**src/rtl/serial_rx.sv**
```systemverilog
// Start/stop-framed serial receiver: two-flop synchronizer, mid-bit sampling,
// LSB-first shift-in, stop-bit check with one-cycle valid / frame_err strobes.
module serial_rx #(
  parameter int CLKS_PER_BIT = 16,
  parameter int DATA_BITS    = 8
) (
  input  logic                 clk,
  input  logic                 reset,
  input  logic                 rx,
  output logic [DATA_BITS-1:0] data,
  output logic                 valid,
  output logic                 frame_err,
  output logic                 busy
);

  localparam int CW = (CLKS_PER_BIT > 1) ? $clog2(CLKS_PER_BIT) : 1;
  localparam int IW = (DATA_BITS > 0) ? $clog2(DATA_BITS + 1) : 1;
  localparam logic [CW-1:0] CNT_HALF = CW'(CLKS_PER_BIT / 2 - 1);
  localparam logic [CW-1:0] CNT_FULL = CW'(CLKS_PER_BIT - 1);
  localparam logic [IW-1:0] IDX_LAST = IW'(DATA_BITS - 1);

  typedef enum logic [2:0] {
    ST_IDLE  = 3'd0,
    ST_START = 3'd1,
    ST_DATA  = 3'd2,
    ST_STOP  = 3'd3,
    ST_BREAK = 3'd4
  } state_t;

  state_t               state_r, state_nx_s;
  logic                 s1_r, rx_sync_r;
  logic [CW-1:0]        cnt_r, cnt_nx_s;
  logic [IW-1:0]        idx_r, idx_nx_s;
  logic [DATA_BITS-1:0] sh_r, sh_nx_s;
  logic [DATA_BITS-1:0] data_r, data_nx_s;
  logic                 valid_r, valid_nx_s;
  logic                 ferr_r, ferr_nx_s;
  logic                 busy_r;

  // Shift right by one with the new bit entering the MSB (LSB-first framing).
  function automatic logic [DATA_BITS-1:0] shift_in(input logic [DATA_BITS-1:0] cur,
                                                    input logic bit_in);
    logic [DATA_BITS-1:0] res;
    for (int i = 0; i < DATA_BITS - 1; i++) begin
      res[i] = cur[i+1];
    end
    res[DATA_BITS-1] = bit_in;
    return res;
  endfunction

  // Next-state, datapath and strobe decode.
  always_comb begin
    state_nx_s = state_r;
    cnt_nx_s   = cnt_r;
    idx_nx_s   = idx_r;
    sh_nx_s    = sh_r;
    data_nx_s  = data_r;
    valid_nx_s = 1'b0;
    ferr_nx_s  = 1'b0;
    case (state_r)
      ST_IDLE: begin
        if (!rx_sync_r) begin
          state_nx_s = ST_START;
          cnt_nx_s   = {CW{1'b0}};
        end else begin
          state_nx_s = ST_IDLE;
        end
      end
      ST_START: begin
        if (cnt_r == CNT_HALF) begin
          cnt_nx_s = {CW{1'b0}};
          if (!rx_sync_r) begin
            state_nx_s = ST_DATA;
            idx_nx_s   = {IW{1'b0}};
          end else begin
            state_nx_s = ST_IDLE;
          end
        end else begin
          cnt_nx_s = cnt_r + CW'(1);
        end
      end
      ST_DATA: begin
        if (cnt_r == CNT_FULL) begin
          cnt_nx_s = {CW{1'b0}};
          sh_nx_s  = shift_in(sh_r, rx_sync_r);
          idx_nx_s = idx_r + IW'(1);
          if (idx_r == IDX_LAST) begin
            state_nx_s = ST_STOP;
          end else begin
            state_nx_s = ST_DATA;
          end
        end else begin
          cnt_nx_s = cnt_r + CW'(1);
        end
      end
      ST_STOP: begin
        // Returning to IDLE at mid-stop lets a back-to-back start bit be caught.
        if (cnt_r == CNT_FULL) begin
          cnt_nx_s = {CW{1'b0}};
          if (rx_sync_r) begin
            data_nx_s  = sh_r;
            valid_nx_s = 1'b1;
            state_nx_s = ST_IDLE;
          end else begin
            ferr_nx_s  = 1'b1;
            state_nx_s = ST_BREAK;
          end
        end else begin
          cnt_nx_s = cnt_r + CW'(1);
        end
      end
      ST_BREAK: begin
        if (rx_sync_r) begin
          state_nx_s = ST_IDLE;
        end else begin
          state_nx_s = ST_BREAK;
        end
      end
      default: begin
        state_nx_s = ST_IDLE;
        cnt_nx_s   = {CW{1'b0}};
        idx_nx_s   = {IW{1'b0}};
      end
    endcase
  end

  // State, datapath, synchronizer and registered outputs.
  always_ff @(posedge clk) begin
    if (!reset) begin
      s1_r      <= 1'b1;
      rx_sync_r <= 1'b1;
      state_r   <= ST_IDLE;
      cnt_r     <= {CW{1'b0}};
      idx_r     <= {IW{1'b0}};
      sh_r      <= {DATA_BITS{1'b0}};
      data_r    <= {DATA_BITS{1'b0}};
      valid_r   <= 1'b0;
      ferr_r    <= 1'b0;
      busy_r    <= 1'b0;
    end else begin
      s1_r      <= rx;
      rx_sync_r <= s1_r;
      state_r   <= state_nx_s;
      cnt_r     <= cnt_nx_s;
      idx_r     <= idx_nx_s;
      sh_r      <= sh_nx_s;
      data_r    <= data_nx_s;
      valid_r   <= valid_nx_s;
      ferr_r    <= ferr_nx_s;
      busy_r    <= (state_nx_s != ST_IDLE);
    end
  end

  assign data      = data_r;
  assign valid     = valid_r;
  assign frame_err = ferr_r;
  assign busy      = busy_r;

endmodule

```
**config.mk**
```make
export PLATFORM = sky130hd
export DESIGN_NAME = serial_rx
export DESIGN_NICKNAME = d
export VERILOG_FILES = /design/src/rtl/serial_rx.sv
export SDC_FILE = /design/constraint.sdc
export NUM_CORES = 1
export LEC_CHECK = 0
export ABC_AREA = 1
export CORE_MARGIN = 3
export CORE_UTILIZATION = 40
export DETAILED_ROUTE_END_ITERATION = 8
export GPL_TIMING_DRIVEN = 0
export MAX_ROUTING_LAYER = met4
export PLACE_DENSITY = 0.68
export SLEW_MARGIN = 20
export SYNTH_ARGS = -nofsm -noshare
export SYNTH_HDL_FRONTEND = slang
export SYNTH_SLANG_ARGS = --single-unit
```
**constraint.sdc**
```tcl
create_clock -name clk -period 2.5 [get_ports clk]
set_input_delay 0.5 -clock clk [delete_from_list [all_inputs] [get_ports clk]]
set_output_delay 0.5 -clock clk [all_outputs]
set_load 0.02 [all_outputs]
```
After elaboration in Yosys (flattened, before gate mapping)
Index checks and enable logic that the tools add are counted.

Register bits: 32. Input port bits: 3.

Add/sub/neg operators: 2. Equality and inequality tests: 11. Mux-type cells: 17. Bitwise gates (word level): 2. Reductions and logical operators: 9.

Operators with widths (number): $mux 4 (5); $pmux 4 s4 (1); $pmux 3 s5 (1); $mux 3 (4); $pmux 4 s3 (1); $add 4x1->4 const B (2); $eq 4x3->1 const B (2); $ne 2x2->1 const B (4); $eq 3x2->1 const B (2); $reduce_and 3->1 (2); $eq 4x4->1 const B (1); $mux 1 (4); $reduce_and 2->1 (2); $reduce_and 4->1 (1); $eq 3x1->1 const B (1); $eq 3x3->1 const B (1); $logic_not 3->1 (1); $reduce_bool 3->1 (1); $reduce_or 3->1 (1); $mux 2 (1); $not 1->1 (2); $reduce_or 2->1 (1).

Logic depth before layout (Yosys ltp)
Gate-level depths: netlist of run 1.

Depth in word-level cells: 5. Mapped depth: 9. Gate-level depth less buffers: 9.

Least setup slack after synthesis of run 1
Ideal clock, no wire load.

Path kind: register to register. Start point: register cnt_r[0]. End point: register data_r[0] (netlist: data[0]). Data arrival time: 1.190 ns. Required time: 2.384 ns. Setup slack: 1.194 ns. Cell stages (with the launch flop): 9. Path through: dfxtp_1 -> ha_1 -> nand3_1 -> inv_1 -> nand2_2 -> nor2_4 -> inv_2 -> nor2_1 -> nor2_1.

Longest elaborated chain between the ends: 2.

RTL lines: start, declared (line 32) `logic [CW-1:0] cnt_r, cnt_nx_s;`; start signal, assigned (line 133) `cnt_r <= {CW{1'b0}};`; start signal, assigned (line 144) `cnt_r <= cnt_nx_s;`; $eq 4x4->1 (line 98) `if (cnt_r == CNT_FULL) begin`; $reduce_and 3->1 (no source line); end signal, assigned (line 136) `data_r <= {DATA_BITS{1'b0}};`; end signal, assigned (line 147) `data_r <= data_nx_s;`; end, declared (line 35) `logic [DATA_BITS-1:0] data_r, data_nx_s;`.

No other way between the ends. A chain may end at the register's enable or synchronous reset.

Final worst setup path of run 1
Start point: register data_r[6] (netlist: data[6]). End point: output data[6].

RTL lines: end, declared (line 10) `output logic [DATA_BITS-1:0] data,`.

No word-level cell between the ends.

==> flow_summary.json, run 1 <==
{
  "outcome": "finished, final reports clean",
  "slowest_stage": "clkdlybuf4s50_1",
  "cp-start-kind": "flip-flop",
  "worstSetupEndpointType": "primary output",
  "wl_um": 2610,
  "first_global_vias": 1112,
  "synth_area_leaders": "dfxtp_1, nor2_1, nand2_1, o21ai_0, nand3_1",
  "post-place-ws_ps": 928,
  "wl_per_cell_um": 10.4,
  "antenna_found_initial": 0,
  "drtPass1Iterations": 4,
  "yosysMostFrequentCell": "nor2_1",
  "rows": 20,
  "worstHoldEndpoint": "rx_sync_r$_SDFF_PN1_",
  "cp.buffers_inverters": 1,
  "numPortBuffers": 12,
  "synth-async-reset-ratio_pct": 0,
  "reg2reg_to": "data[4]$_SDFFE_PN0P_",
  "setup_slack_ps": 718,
  "start_util_pct": 43.2,
  "finalCritPeriodShare_pct": 71.3,
  "path_delay_family": "buffers and inverters",
  "post-cts-setup-buffers": 0,
  "setup_viol": 0,
  "maxSlewViolCount": 0,
  "cts_tree": "built",
  "final.min_clock_period_ps": 1780,
  "clk_pin_slew_ps": 100,
  "synth_seq_cells": 32,
  "synth_warnings": 0,
  "multi_input_area_um2": 622,
  "rr_startpoint": "cnt_r[0]$_SDFFE_PN0P_",
  "h-tree-depth": 2,
  "synth.avg_cell_area_um2": 7.22,
  "clk_path_buf_depth": 2,
  "finalHoldViolations": 0,
  "reg2regPathDepth": 8,
  "vdd_drop_max_mv": 0.349,
  "cts_root_buffer": "clkbuf_4",
  "track_usage_pct": 14.8,
  "netlist_area_um2": 1350,
  "final_net_count": 211,
  "fillers": 304,
  "first_iter_violations": 49,
  "ys.flop_type": "dfxtp_1",
  "clock-sinks": 32,
  "tightestPinTransition_ps": 443,
  "reg2reg_slack_ps": 930,
  "top_level_ports": 14,
  "path_class": "flip-flop to primary output",
  "hold_path.class": "flip-flop to flip-flop",
  "drive_gt1_share_pct": 9.18,
  "worst_path_largest_cell_delay_ps": 600,
  "ant_nets": 0,
  "cts_hold_buf": 0,
  "fin_tns_setup_ps": 0,
  "synth_cell_types": 21,
  "seq_area_frac_synth_pct": 47.5,
  "synth_edf_count": 0,
  "cp.required_ps": 2000,
  "dp.final_hpwl_um": 1870,
  "syn_nets": 192,
  "synth_top_cell_by_area": "dfxtp_1",
  "path_cells": "clkdlybuf4s50_1",
  "powerDensity_nw_per_um2": 617,
  "overflow": 0,
  "fmax_mhz": 561,
  "grt_pass1_wl_um": 4730,
  "core_um2": 3130,
  "cts_resized": 0,
  "netlist_top_cells_count": "nor2_1, dfxtp_1, nand2_1, o21ai_0, inv_1",
  "p_leak_nw": 0.745,
  "gp_congestion": 0.864,
  "vias": 1160,
  "drc": 0,
  "hold_path_depth": 1,
  "cts_buffers": 5,
  "grt_max_degree": 11,
  "fp.dieArea_um2": 4110,
  "area_delta_synth_final_pct": 20.0,
  "cp.arrival_ps": 1280,
  "cap_violations": 0,
  "clock_skew_ps": 2.97,
  "die_w_um": 64.1,
  "diodes": 0,
  "cp_max_fo": 2,
  "hold_start": "s1_r$_SDFF_PN1_",
  "regArea_um2": 641,
  "drt-vias-per-instance": 4.62,
  "relSlewSlack_pct": 70.1,
  "clk_latency_ps": 330,
  "syn_inst": 187,
  "netlist.area_leader.share_pct": 47.5,
  "rsz0062_at_grt": "no",
  "die_y_um": 64.1
}
[area by class of cell]
type / count / share of cell area, %
repair buffers: 12 / 7.41
inverters: 17 / 3.94
plain buffers: 4 / 1.47
well taps: 44 / 3.40
clock inverters: 1 / 1.85
flip-flops and latches: 32 / 39.5
multi-input cells: 134 / 38.4
clock buffers: 7 / 4.02
[cells by family after synthesis]
family                   count (synthesis)  synth area share, %
AO/OA/AOI/OAI                           29                 10.9
XOR/XNOR                                 1                0.649
adder cells (fa/ha/maj)                  2                 1.85
buffers and inverters                   21                 6.49
flip-flops                              32                 47.5
AND/OR/NAND/NOR                        102                 32.6
[flip-flops by register name, indices dropped and copies added, names as in the netlist]
name	count
cnt_r	4
busy	1
valid	1
rx_sync_r	1
frame_err	1
idx_r	4
s1_r	1
data	8
sh_r	8
state_r	3
[worst register-to-register path, stage by stage, from the launching register on]
cell,delay [ps]
dfxtp_1,390
ha_1,240
nand3_1,160
inv_1,120
nand2_2,90
nor2_4,190
inv_2,130
nor2_1,120
nor2_1,50
[cells in the final DEF, fill, tap and decap left out]
cell type / synthesis / final
nand2_1: 31 / 31
nor2_2: 2 / 2
buf_6: 1 / 1
clkbuf_8: 0 / 2
o21ai_0: 18 / 18
bufinv_16: 0 / 1
or2_2: 2 / 2
nand2_2: 1 / 1
inv_2: 1 / 1
clkbuf_4: 0 / 5
a211oi_1: 1 / 1
nor2_4: 2 / 2
inv_1: 16 / 16
nand3_1: 13 / 13
clkbuf_1: 2 / 2
clkdlybuf4s50_1: 0 / 12
clkbuf_2: 1 / 1
nand3_2: 1 / 1
xor2_1: 1 / 1
a21oi_1: 10 / 10
nand4_1: 2 / 2
nor2_1: 46 / 46
dfxtp_1: 32 / 32
ha_1: 2 / 2
nor3_1: 2 / 2
[metal layers]
metal / track usage (%) / part of all wire (%) / wire length [µm]
met3: 4.75 / 3.4 / 88
met4: 3.96 / 1.0 / 27
met1: 18.2 / 51 / 1340
met2: 23.4 / 44 / 1160
met5: - / 0 / 0
[where the power goes]
part / switching (W) / total [W] / internal [W]
clock network: 0.000174 / 0.000440 / 0.000265
logic: 0.0000259 / 0.0000401 / 0.0000142
registers: 0.00000501 / 0.000520 / 0.000515
[worst max-delay path by stage]
stage	startpoint	end	slack (ps)	cells after the start
final	data[6]$_SDFFE_PN0P_	data[6]	720	1
after global routing	data[0]$_SDFFE_PN0P_	data[0]	660	1
after CTS	data[0]$_SDFFE_PN0P_	data[0]	690	1
after detailed placement	cnt_r[0]$_SDFFE_PN0P_	data[4]$_SDFFE_PN0P_	930	8
after global placement	cnt_r[0]$_SDFFE_PN0P_	data[4]$_SDFFE_PN0P_	930	8
after floorplan	cnt_r[0]$_SDFFE_PN0P_	data[0]$_SDFFE_PN0P_	1190	8
[per-stage QoR]
stage	utilization, %	hold slack (ps)	total power, W	std cells	cell area (µm²)
3_5_place_dp	48.8	401	0.000572	243	1530
5_1_grt	51.8	450	0.00104	251	1620
2_1_floorplan	-	393	0.000560	187	1350
6_report	51.8	422	0.00100	251	1620
3_3_place_gp	48.8	395	0.000572	243	1530
4_1_cts	51.8	424	0.00102	251	1620
Power figures use the tool's default switching activity.
==> run 2: changes to the inputs <==
clock period = 1.7 ns   (was 2.5 ns; I/O delays follow)
==> flow_summary.json, run 2 (synthesis gave the netlist of run 1 again) <==
{
  "fp.dieArea_um2": 4110,
  "clock-sinks": 32,
  "cp.required_ps": 1360,
  "final_cell_area_um2": 1640,
  "final_cell_mix": "nor2_1, dfxtp_1, nand2_1",
  "cp_max_fo": 2,
  "path_cells": "clkdlybuf4s50_1",
  "gp_congestion": 0.864,
  "fmax_mhz": 618,
  "rows": 20,
  "wl_um": 2610,
  "cts_tree": "built",
  "routed.top_layer": "met4",
  "final_net_count": 212,
  "tightestPinTransition_ps": 441,
  "cts_resized": 0,
  "relSlewSlack_pct": 70.3,
  "area_delta_synth_final_pct": 21.5,
  "worst_path_largest_cell_delay_ps": 600,
  "drc": 0,
  "route.met3.wl_um": 89,
  "track_usage_pct": 14.8,
  "cts_buffers": 5,
  "overflow": 0,
  "path_class": "flip-flop to primary output",
  "start_util_pct": 43.2,
  "drive_gt1_share_pct": 9.62,
  "cap_violations": 0,
  "finalCritPeriodShare_pct": 95.2,
  "dr_wl_met2_um": 1190,
  "clk_pin_slew_ps": 100,
  "vias": 1174,
  "place_area_um2": 1530,
  "grt_pass1_wl_um": 4730,
  "utilization_pct": 52.4,
  "cp-start-kind": "flip-flop",
  "wl_per_cell_um": 10.4,
  "top_level_ports": 14,
  "clk_latency_ps": 330,
  "die_y_um": 64.1,
  "maxSlewViolCount": 0,
  "clk_path_buf_depth": 2,
  "slowest_stage": "clkdlybuf4s50_1",
  "first_iter_violations": 39,
  "numPortBuffers": 12,
  "hold_path.class": "input pin to flip-flop",
  "ant_nets": 0,
  "die_w_um": 64.1,
  "cp.buffers_inverters": 1,
  "layout_commonest_cell": "nor2_1",
  "final.min_clock_period_ps": 1620,
  "path_delay_family": "buffers and inverters",
  "first_global_vias": 1112,
  "worstSetupEndpointType": "primary output",
  "powerDensity_nw_per_um2": 898,
  "drtPass1Iterations": 4,
  "drt-met1-wl_um": 1310,
  "setup_viol": 0,
  "grt_max_degree": 11,
  "cp.arrival_ps": 1280,
  "fin_tns_setup_ps": 0,
  "p_leak_nw": 0.752,
  "h-tree-depth": 2,
  "core_um2": 3130,
  "cts_root_buffer": "clkbuf_4",
  "clock_skew_ps": 5.46,
  "finalHoldViolations": 0,
  "vdd_drop_max_mv": 0.524,
  "outcome": "finished, final reports clean",
  "dp.final_hpwl_um": 1870,
  "rsz0062_at_grt": "no",
  "antenna_found_initial": 0,
  "diodes": 0,
  "drt-vias-per-instance": 4.66
}
## run 2: path summary, 6_finish.rpt
kind / end / from / cells after the start / slack (ps)
worst max-delay path: data[0] / data[0]$_SDFFE_PN0P_ / 1 / 80
worst min-delay path: sh_r[3]$_SDFFE_PN0P_ / reset / 3 / 400
worst max register to register: cnt_r[0]$_SDFFE_PN0P_ / cnt_r[0]$_SDFFE_PN0P_ / 8 / 190
worst min register to register: rx_sync_r$_SDFF_PN1_ / s1_r$_SDFF_PN1_ / 1 / 420
## run 2: routing by layer
metal | vias up | global-route usage [%]
met5 | - | -
met4 | 0 | 3.96
met3 | 3 | 4.75
met2 | 14 | 23.4
met1 | 522 | 18.2
li1 | 635 | -
## run 2: where the power goes
group	total [W]	switching [W]	leakage, nW	internal, W
Clock	0.000650	0.000260	0.0515	0.000390
Sequential	0.000765	0.00000734	0.259	0.000757
Combinational	0.0000589	0.0000381	0.442	0.0000209
Total	0.00147	0.000305	0.752	0.00117
## run 2: timing repair
item | 4_1_cts | 5_1_grt
buffers inserted | 0 | 1
endpoints found under the setup margin | 0 | 8
hold buffers | 0 | 0
## run 2: per-stage QoR
stage / setup WS (ps) / instances / hold slack [ps] / power [W]
floorplan: 394 / 187 / 393 / 0.000824
global placement: 127 / 243 / 395 / 0.000841
detailed placement: 128 / 243 / 401 / 0.000841
CTS: 52.7 / 251 / 369 / 0.00149
global route: 18.4 / 252 / 404 / 0.00152
finish: 82.1 / 252 / 399 / 0.00147
## run 2: cell type report
type / count / area [µm²]
tap: 44 / 55.1
timing repair buffer: 13 / 140
fill: 300 / 1490
sequential: 32 / 641
inverter: 17 / 63.8
buffer: 4 / 23.8
multi-input combinational: 134 / 622
clock inverter: 1 / 30.0
clock buffer: 7 / 65.1
==> run 3: changes to the inputs <==
CORE_MARGIN = 1   (was 3)
CTS_CLUSTER_DIAMETER = 60   (was not set)
==> flow_summary.json, run 3 (synthesis gave the netlist of run 1 again) <==
{
  "die_w_um": 60.1,
  "wl_um": 2720,
  "fin_tns_setup_ps": 0,
  "hold_path.class": "input pin to flip-flop",
  "path_delay_family": "buffers and inverters",
  "layout_commonest_cell": "nor2_1",
  "cp.buffers_inverters": 1,
  "drive_gt1_share_pct": 9.57,
  "tightestPinTransition_ps": 488,
  "diodes": 0,
  "drt-vias-per-instance": 4.74,
  "antenna_found_initial": 0,
  "fin_cells": 253,
  "first_global_vias": 1070,
  "vias": 1199,
  "cts_resized": 0,
  "vdd_drop_max_mv": 0.597,
  "maxSlewViolCount": 0,
  "post-cts-setup-buffers": 0,
  "worst_path_largest_cell_delay_ps": 600,
  "cp_max_fo": 2,
  "rsz0062_at_grt": "no",
  "cp.required_ps": 1360,
  "drc": 0,
  "final.min_clock_period_ps": 1640,
  "grt_max_degree": 11,
  "finalHoldViolations": 0,
  "cts_buffers": 5,
  "clk_path_buf_depth": 2,
  "area_delta_synth_final_pct": 19.7,
  "die_y_um": 60.1,
  "first_iter_violations": 16,
  "worstSetupEndpointType": "primary output",
  "wl_per_cell_um": 10.8,
  "grt_pass1_wl_um": 4600,
  "cts_tree": "built",
  "clk_pin_slew_ps": 100,
  "final_net_count": 213,
  "finalCritPeriodShare_pct": 96.3,
  "final_cell_mix": "nor2_1, dfxtp_1, nand2_1",
  "drtPass1Iterations": 4,
  "fmax_mhz": 611,
  "clock-sinks": 32,
  "track_usage_pct": 18.0,
  "start_util_pct": 43.2,
  "h-tree-depth": 2,
  "p_total_w": 0.00140,
  "fp.dieArea_um2": 3610,
  "clk_latency_ps": 340,
  "powerDensity_nw_per_um2": 867,
  "cp-start-kind": "flip-flop",
  "gp_congestion": 0.876,
  "overflow": 0,
  "relSlewSlack_pct": 67.5,
  "numPortBuffers": 12,
  "cts_hold_buf": 0,
  "top_level_ports": 14,
  "rows": 20,
  "path_cells": "clkdlybuf4s50_1",
  "ant_nets": 0,
  "clock_skew_ps": 9.06,
  "cap_violations": 0,
  "path_class": "flip-flop to primary output",
  "core_um2": 3130,
  "cts_root_buffer": "clkbuf_4",
  "setup_viol": 0,
  "dp.cells": 243,
  "outcome": "finished, final reports clean",
  "p_leak_nw": 0.746,
  "slowest_stage": "clkdlybuf4s50_1",
  "utilization_pct": 51.7,
  "cp.arrival_ps": 1300,
  "dp.final_hpwl_um": 1880
}
[run 3: cell types whose count changed in the layout (fill, tap and decap cells not counted)]
cell and change:
clkinv_2 +1, clkbuf_1 +1, buf_12 -1, buf_4 +2, clkbuf_8 -2
[run 3: path summary, 6_finish.rpt]
kind | startpoint | end | slack (ps) | cells after the start
setup / recovery | data[5]$_SDFFE_PN0P_ | data[5] | 60 | 1
hold / removal | reset | sh_r[4]$_SDFFE_PN0P_ | 380 | 3
setup reg to reg | cnt_r[0]$_SDFFE_PN0P_ | cnt_r[0]$_SDFFE_PN0P_ | 200 | 8
hold reg to reg | s1_r$_SDFF_PN1_ | rx_sync_r$_SDFF_PN1_ | 440 | 1
[run 3: worst register-to-register path: stages (launching register included)]
cell,delay [ps]
dfxtp_1,380
ha_1,230
nand2_1,90
nor2_1,160
nor2_1,80
nor2_1,160
nand2_1,100
o21ai_0,150
inv_1,50
[run 3: area by class of cell]
type,instances,area [µm²]
Multi-Input combinational cell,134,622
Clock buffer,6,41.3
Tap cell,44,55.1
Timing Repair Buffer,14,135
Buffer,4,23.8
Fill cell,324,1510
Sequential cell,32,641
Clock inverter,2,35.0
Inverter,17,63.8
[run 3: layer usage]
metal  routed length [µm]  part of all wire (%)  track usage, %
met5                    0                     0               -
met4                   42                   1.5            5.98
met3                   96                   3.5            6.49
met2                 1250                    46            29.0
met1                 1330                    49            20.6
[run 3: stage by stage]
stage | hold WS, ps | setup slack [ps] | cell area (µm²)
2_1_floorplan | 393 | 394 | 1350
6_report | 384 | 63.7 | 1620
5_1_grt | 409 | 8.05 | 1620
3_5_place_dp | 411 | 107 | 1530
4_1_cts | 387 | 58.7 | 1600
3_3_place_gp | 395 | 98.2 | 1530
[run 3: report_power, final]
group | switching (W) | internal, W
clock | 0.000270 | 0.000308
sequential | 0.00000721 | 0.000757
combinational | 0.0000384 | 0.0000208
total | 0.000315 | 0.00109
